## config.mk

```make
export PLATFORM = sky130hd
export DESIGN_NAME = bram_port_arbiter
export DESIGN_NICKNAME = d
export VERILOG_FILES = /design/src/rtl/bram_port_arbiter_pkg.sv /design/src/rtl/bram_port_arbiter_rr_arbiter.sv /design/src/rtl/bram_port_arbiter.sv
export SDC_FILE = /design/constraint.sdc
export NUM_CORES = 1
export LEC_CHECK = 0
export CAP_MARGIN = 20
export CORE_ASPECT_RATIO = 1.25
export CORE_MARGIN = 2
export CORE_UTILIZATION = 36
export CTS_CLUSTER_SIZE = 10
export DETAILED_ROUTE_END_ITERATION = 12
export PLACE_DENSITY_LB_ADDON = 0.2
export REMOVE_ABC_BUFFERS = 1
export SETUP_SLACK_MARGIN = 0.5
export SLEW_MARGIN = 20
export SYNTH_ARGS = -nofsm -noshare
export SYNTH_HDL_FRONTEND = slang
export SYNTH_HIERARCHICAL = 1
export SYNTH_SLANG_ARGS = --single-unit
```

## constraint.sdc

```tcl
create_clock -name clk -period 4.9 [get_ports clk]
set_clock_uncertainty 0.15 [all_clocks]
set_input_delay 0.735 -clock clk [delete_from_list [all_inputs] [get_ports clk]]
set_output_delay 0.735 -clock clk [all_outputs]
set_load 0.03 [all_outputs]
```

## src/rtl/bram_port_arbiter_pkg.sv

```systemverilog
// bram_port_arbiter_pkg: arbitration modes and BRAM geometry shared with bram16
package bram_port_arbiter_pkg;
   localparam int PRIO_RR         = 0;
   localparam int PRIO_FIXED      = 1;
   localparam int BRAM_ADDR_WIDTH = 9;
   localparam int BRAM_DATA_WIDTH = 16;
   function automatic int wrap_idx(input int i, input int n);
      return i % n;
   endfunction
endpackage

```

## src/rtl/bram_port_arbiter_rr_arbiter.sv

```systemverilog
// rr_arbiter: combinational one-hot grant with a round-robin pointer or fixed priority
module rr_arbiter
   import bram_port_arbiter_pkg::*;
#(
   parameter int NUM_REQ   = 2,
   parameter int PRIO_MODE = PRIO_RR
) (
   input  logic               clk,
   input  logic               rst_n,
   input  logic [NUM_REQ-1:0] req,
   output logic [NUM_REQ-1:0] gnt
);
   localparam int PW = $clog2(NUM_REQ);
   logic [PW-1:0] ptr;
   logic [PW-1:0] win;
   logic [PW-1:0] idx;
   // Scan from lowest to highest priority so the last hit is the winner
   always_comb begin
      gnt = '0;
      win = ptr;
      idx = '0;
      for (int k = NUM_REQ; k >= 1; k--) begin
         idx = (PRIO_MODE == PRIO_FIXED) ? PW'(k - 1) : PW'(wrap_idx(int'(ptr) + k, NUM_REQ));
         if (req[idx]) begin
            gnt      = '0;
            gnt[idx] = 1'b1;
            win      = idx;
         end
      end
      if (!rst_n) gnt = '0;
   end
   always_ff @(posedge clk or negedge rst_n)
      if (!rst_n) ptr <= PW'(NUM_REQ - 1);
      else if (|gnt && PRIO_MODE == PRIO_RR) ptr <= win;
endmodule

```

## src/rtl/bram_port_arbiter.sv

```systemverilog
// bram_port_arbiter: shares one bram16 port among NUM_REQ requesters with tagged read return
module bram_port_arbiter
   import bram_port_arbiter_pkg::*;
#(
   parameter int NUM_REQ    = 2,
   parameter int ADDR_WIDTH = BRAM_ADDR_WIDTH,
   parameter int DATA_WIDTH = BRAM_DATA_WIDTH,
   parameter int PRIO_MODE  = PRIO_RR
) (
   input  logic                          clk,
   input  logic                          rst_n,
   input  logic [NUM_REQ-1:0]            req,
   input  logic [NUM_REQ-1:0]            we,
   input  logic [NUM_REQ*ADDR_WIDTH-1:0] addr,
   input  logic [NUM_REQ*DATA_WIDTH-1:0] wdata,
   output logic [NUM_REQ-1:0]            gnt,
   output logic [NUM_REQ-1:0]            rvalid,
   output logic [DATA_WIDTH-1:0]         rdata,
   output logic                          mem_en,
   output logic                          mem_we,
   output logic [ADDR_WIDTH-1:0]         mem_addr,
   output logic [DATA_WIDTH-1:0]         mem_din,
   input  logic [DATA_WIDTH-1:0]         mem_dout,
   output logic                          busy
);
   logic [NUM_REQ-1:0]    tag1;
   logic                  sel_we;
   logic [ADDR_WIDTH-1:0] sel_addr;
   logic [DATA_WIDTH-1:0] sel_din;
   rr_arbiter #(.NUM_REQ(NUM_REQ), .PRIO_MODE(PRIO_MODE)) u_arb (
      .clk(clk), .rst_n(rst_n), .req(req), .gnt(gnt)
   );
   always_comb begin
      sel_we   = 1'b0;
      sel_addr = '0;
      sel_din  = '0;
      for (int i = 0; i < NUM_REQ; i++)
         if (gnt[i]) begin
            sel_we   = we[i];
            sel_addr = addr[i*ADDR_WIDTH +: ADDR_WIDTH];
            sel_din  = wdata[i*DATA_WIDTH +: DATA_WIDTH];
         end
   end
   // Address and write data hold across idle cycles; only en/we drop
   always_ff @(posedge clk or negedge rst_n)
      if (!rst_n) begin
         mem_en   <= 1'b0;
         mem_we   <= 1'b0;
         mem_addr <= '0;
         mem_din  <= '0;
         tag1     <= '0;
         rvalid   <= '0;
      end else begin
         mem_en <= |gnt;
         mem_we <= sel_we;
         if (|gnt) begin
            mem_addr <= sel_addr;
            mem_din  <= sel_din;
         end
         tag1   <= gnt & ~we;
         rvalid <= tag1;
      end
   assign rdata = mem_dout;
   assign busy  = |tag1 | |rvalid;
endmodule

```

==> qor.csv <==
metric,value,unit
outcome,"complete, no violations",
critPathCaptureType,output port,
gr-total-overflow,0,
dr.pass1.iters,4,
ant_nets,0,
hold_path_startpoint,tag1[0]$_DFF_PN0_,
timing.hold.ws,0.226,ns
ys_ff_latch,32,
p_comb_frac,0.378,
r2r-start,u_arb/ptr$_DFFE_PN1P_,
rrSetupSlack,3.04,ns
crit_path_start_kind,input pin,
cell_internal_pwr,0.584,mW
clk_latency,0.27,ns
antenna_found_initial,0,
switching_share,0.332,
min_period,3.45,ns
cp_top_family,buffers and inverters,
drtIter0Drc,20,
row_count,26,
worstMarginPinSlew,0.468,ns
die_h,77.3,µm
cts_hold_buffers,0,
seq_area_frac_synth,0.519,
cts_resized,0,
r2r-end,mem_din[1]$_DFFE_PN0P_,
cpPeakStageDelay,0.68,ns
cp_slowest_cell,clkdlybuf4s50_1,
critical_path_arrival,2.56,ns
synth_area_leaders,"dfrtp_1 (50%), mux2i_1 (16%), buf_4 (7.8%)",
diodes,0,
yosysWarningCount,6,
syn2layout_area_growth,56.6,%
synth_xor_area_frac,0,
cts_buffers,5,
nFillCells,384,
hold_class,reg -> reg,
netlist_instances,146,
cp_num_buf_inv,3,
clock_tree.buffer_depth,2,
ys_types,18,
cts_sinks,32,
syn_area,1550,µm²
port_buffers,87,
grt_pass1_vias,1390,
synth_top_family_by_area,multiplexers,
htree_levels,2,
synth_top_area_share,0.502,
post-route-util,0.590,
cts_setup_buffers,0,
reg2reg_depth,5,
drive_gt1_frac,0.0685,
crit_type,in -> out,
io-pin-count,120,
worst_slack,1.45,ns
rsz0062_at_grt,false,
max_slew_margin,0.688,
drv_cap,0,
wl,4140,µm
synth_top_area_cell,dfrtp_1,
power_density,361,nW/µm²
grt_pass1_wl,6420,µm
nNetsFinal,290,
clockRootBuffer,clkbuf_8,
grt_usage,0.175,
vias_per_cell,4.68,
setup_viol_count_final,0,
die_w,62.6,µm
synth.mux.area_fraction,0.162,
p_leak,0.976,nW
hpwl,3150,µm
grt_max_degree,55,
synth_fa_ha_area_frac,0,
cts_tree,done,
power.share.sequential,0.390,
preCtsSetupSlack,1.43,ns
dieArea,4840,µm²
ir_worst_vdd,0.000187,V
fmax,290,MHz
slew_violations,0,
synthSimpleGateAreaFrac,0.0915,
clkPwrFrac,0.231,
initial_core_util,0.377,
worst_ep_required_time,4.01,ns
hold_depth,0,
switching_power,0.291,mW
avgSynthCellArea,10.6,µm²
crit_chain,clkdlybuf4s50_1 > buf_4 > nand2_1 > a21oi_4 > clkdlybuf4s50_1,
report.final.hold_viol_count,0,
min_to,rvalid[0]$_DFF_PN0_,
fin_setup_tns,0,ns
path_common_cell,clkdlybuf4s50_1,
critPathMaxFanout,35,
post-route-period-util,0.703,
place_congestion,0.728,
core_area,4100,µm²
vias,1287,
synth_compound_area_frac,0.0964,
clk_pin_slew,0.06,ns
route.detailed.drc,0,
drt-wirelength-per-cell,15.0,µm
==> power groups by stage <==
stage,registers [mW],clock network (mW),logic [mW]
2_1_floorplan,0.436,0,0.0745
3_3_place_gp,0.344,0,0.329
3_5_place_dp,0.346,0,0.335
4_1_cts,0.342,0.208,0.335
5_1_grt,0.348,0.218,0.351
6_report,0.342,0.202,0.331
==> area by class of cell <==
cell class | count | area (µm²) | area share
Timing Repair Buffer | 90 | 891 | 0.368
Sequential cell | 32 | 802 | 0.331
Multi-Input combinational cell | 88 | 563 | 0.233
Clock buffer | 8 | 90.1 | 0.0372
Tap cell | 56 | 70.1 | 0.0290
Inverter | 1 | 3.75 | 0.00155
==> cell usage in the layout (no fill, tap or decap), drive strengths merged, types with 2 or more instances in the layout <==
cell,n
dfrtp,31
a21oi,3
clkbuf,8
nand2,29
mux2i,25
buf,4
nor2b,2
o21ai,26
clkdlybuf4s50,86
==> metal layers <==
layer  part of all wire  track usage  wire (µm)  vias up
li1                   -            -          -      617
met1               0.38        0.183       1550      601
met2               0.51        0.289       2120       63
met3              0.092       0.0924        382        4
met4             0.0097       0.0667         40        2
met5              0.010       0.0682         43        -
==> state kept, by name, indices dropped and copies added, names as in the netlist <==
register and cells:
rvalid 2, mem_en 1, u_arb/ptr 1, tag1 2, mem_we 1, mem_addr 9, mem_din 16
==> synthesized netlist by cell type <==
library cell	n
nand2_1	29
buf_4	16
or2_2	1
and3_1	1
buf_6	1
inv_1	1
a21oi_1	2
mux2i_1	25
o21ai_1	17
dfstp_2	1
nor2b_1	2
a21oi_2	1
or4_1	1
buf_12	2
clkbuf_1	2
dfrtp_1	31
buf_2	4
o21ai_0	9
==> logic make-up after synthesis <==
group	Yosys count
DFF	32
AOI/OAI and AO/OA	29
and+or+nand+nor	34
muxes	25
buffers and inverters	26
==> how the worst max path moves through the flow <==
stage           from  endpoint  slack [ns]  cells past startpoint
2_1_floorplan  rst_n    gnt[0]        0.99                      2
3_3_place_gp   rst_n    gnt[0]        1.44                      5
4_1_cts        rst_n    gnt[0]        1.41                      5
3_5_place_dp   rst_n    gnt[0]        1.43                      5
6_report       rst_n    gnt[0]        1.45                      5
5_1_grt        rst_n    gnt[0]        1.32                      5
==> per-stage QoR <==
stage	area [µm²]	std cells	power, mW
floorplan	1350	121	0.510
global placement	2330	267	0.674
detailed placement	2330	267	0.681
CTS	2420	275	0.886
global route	2420	275	0.917
finish	2420	275	0.875
Note: power is estimated with default switching activity, not from simulation.
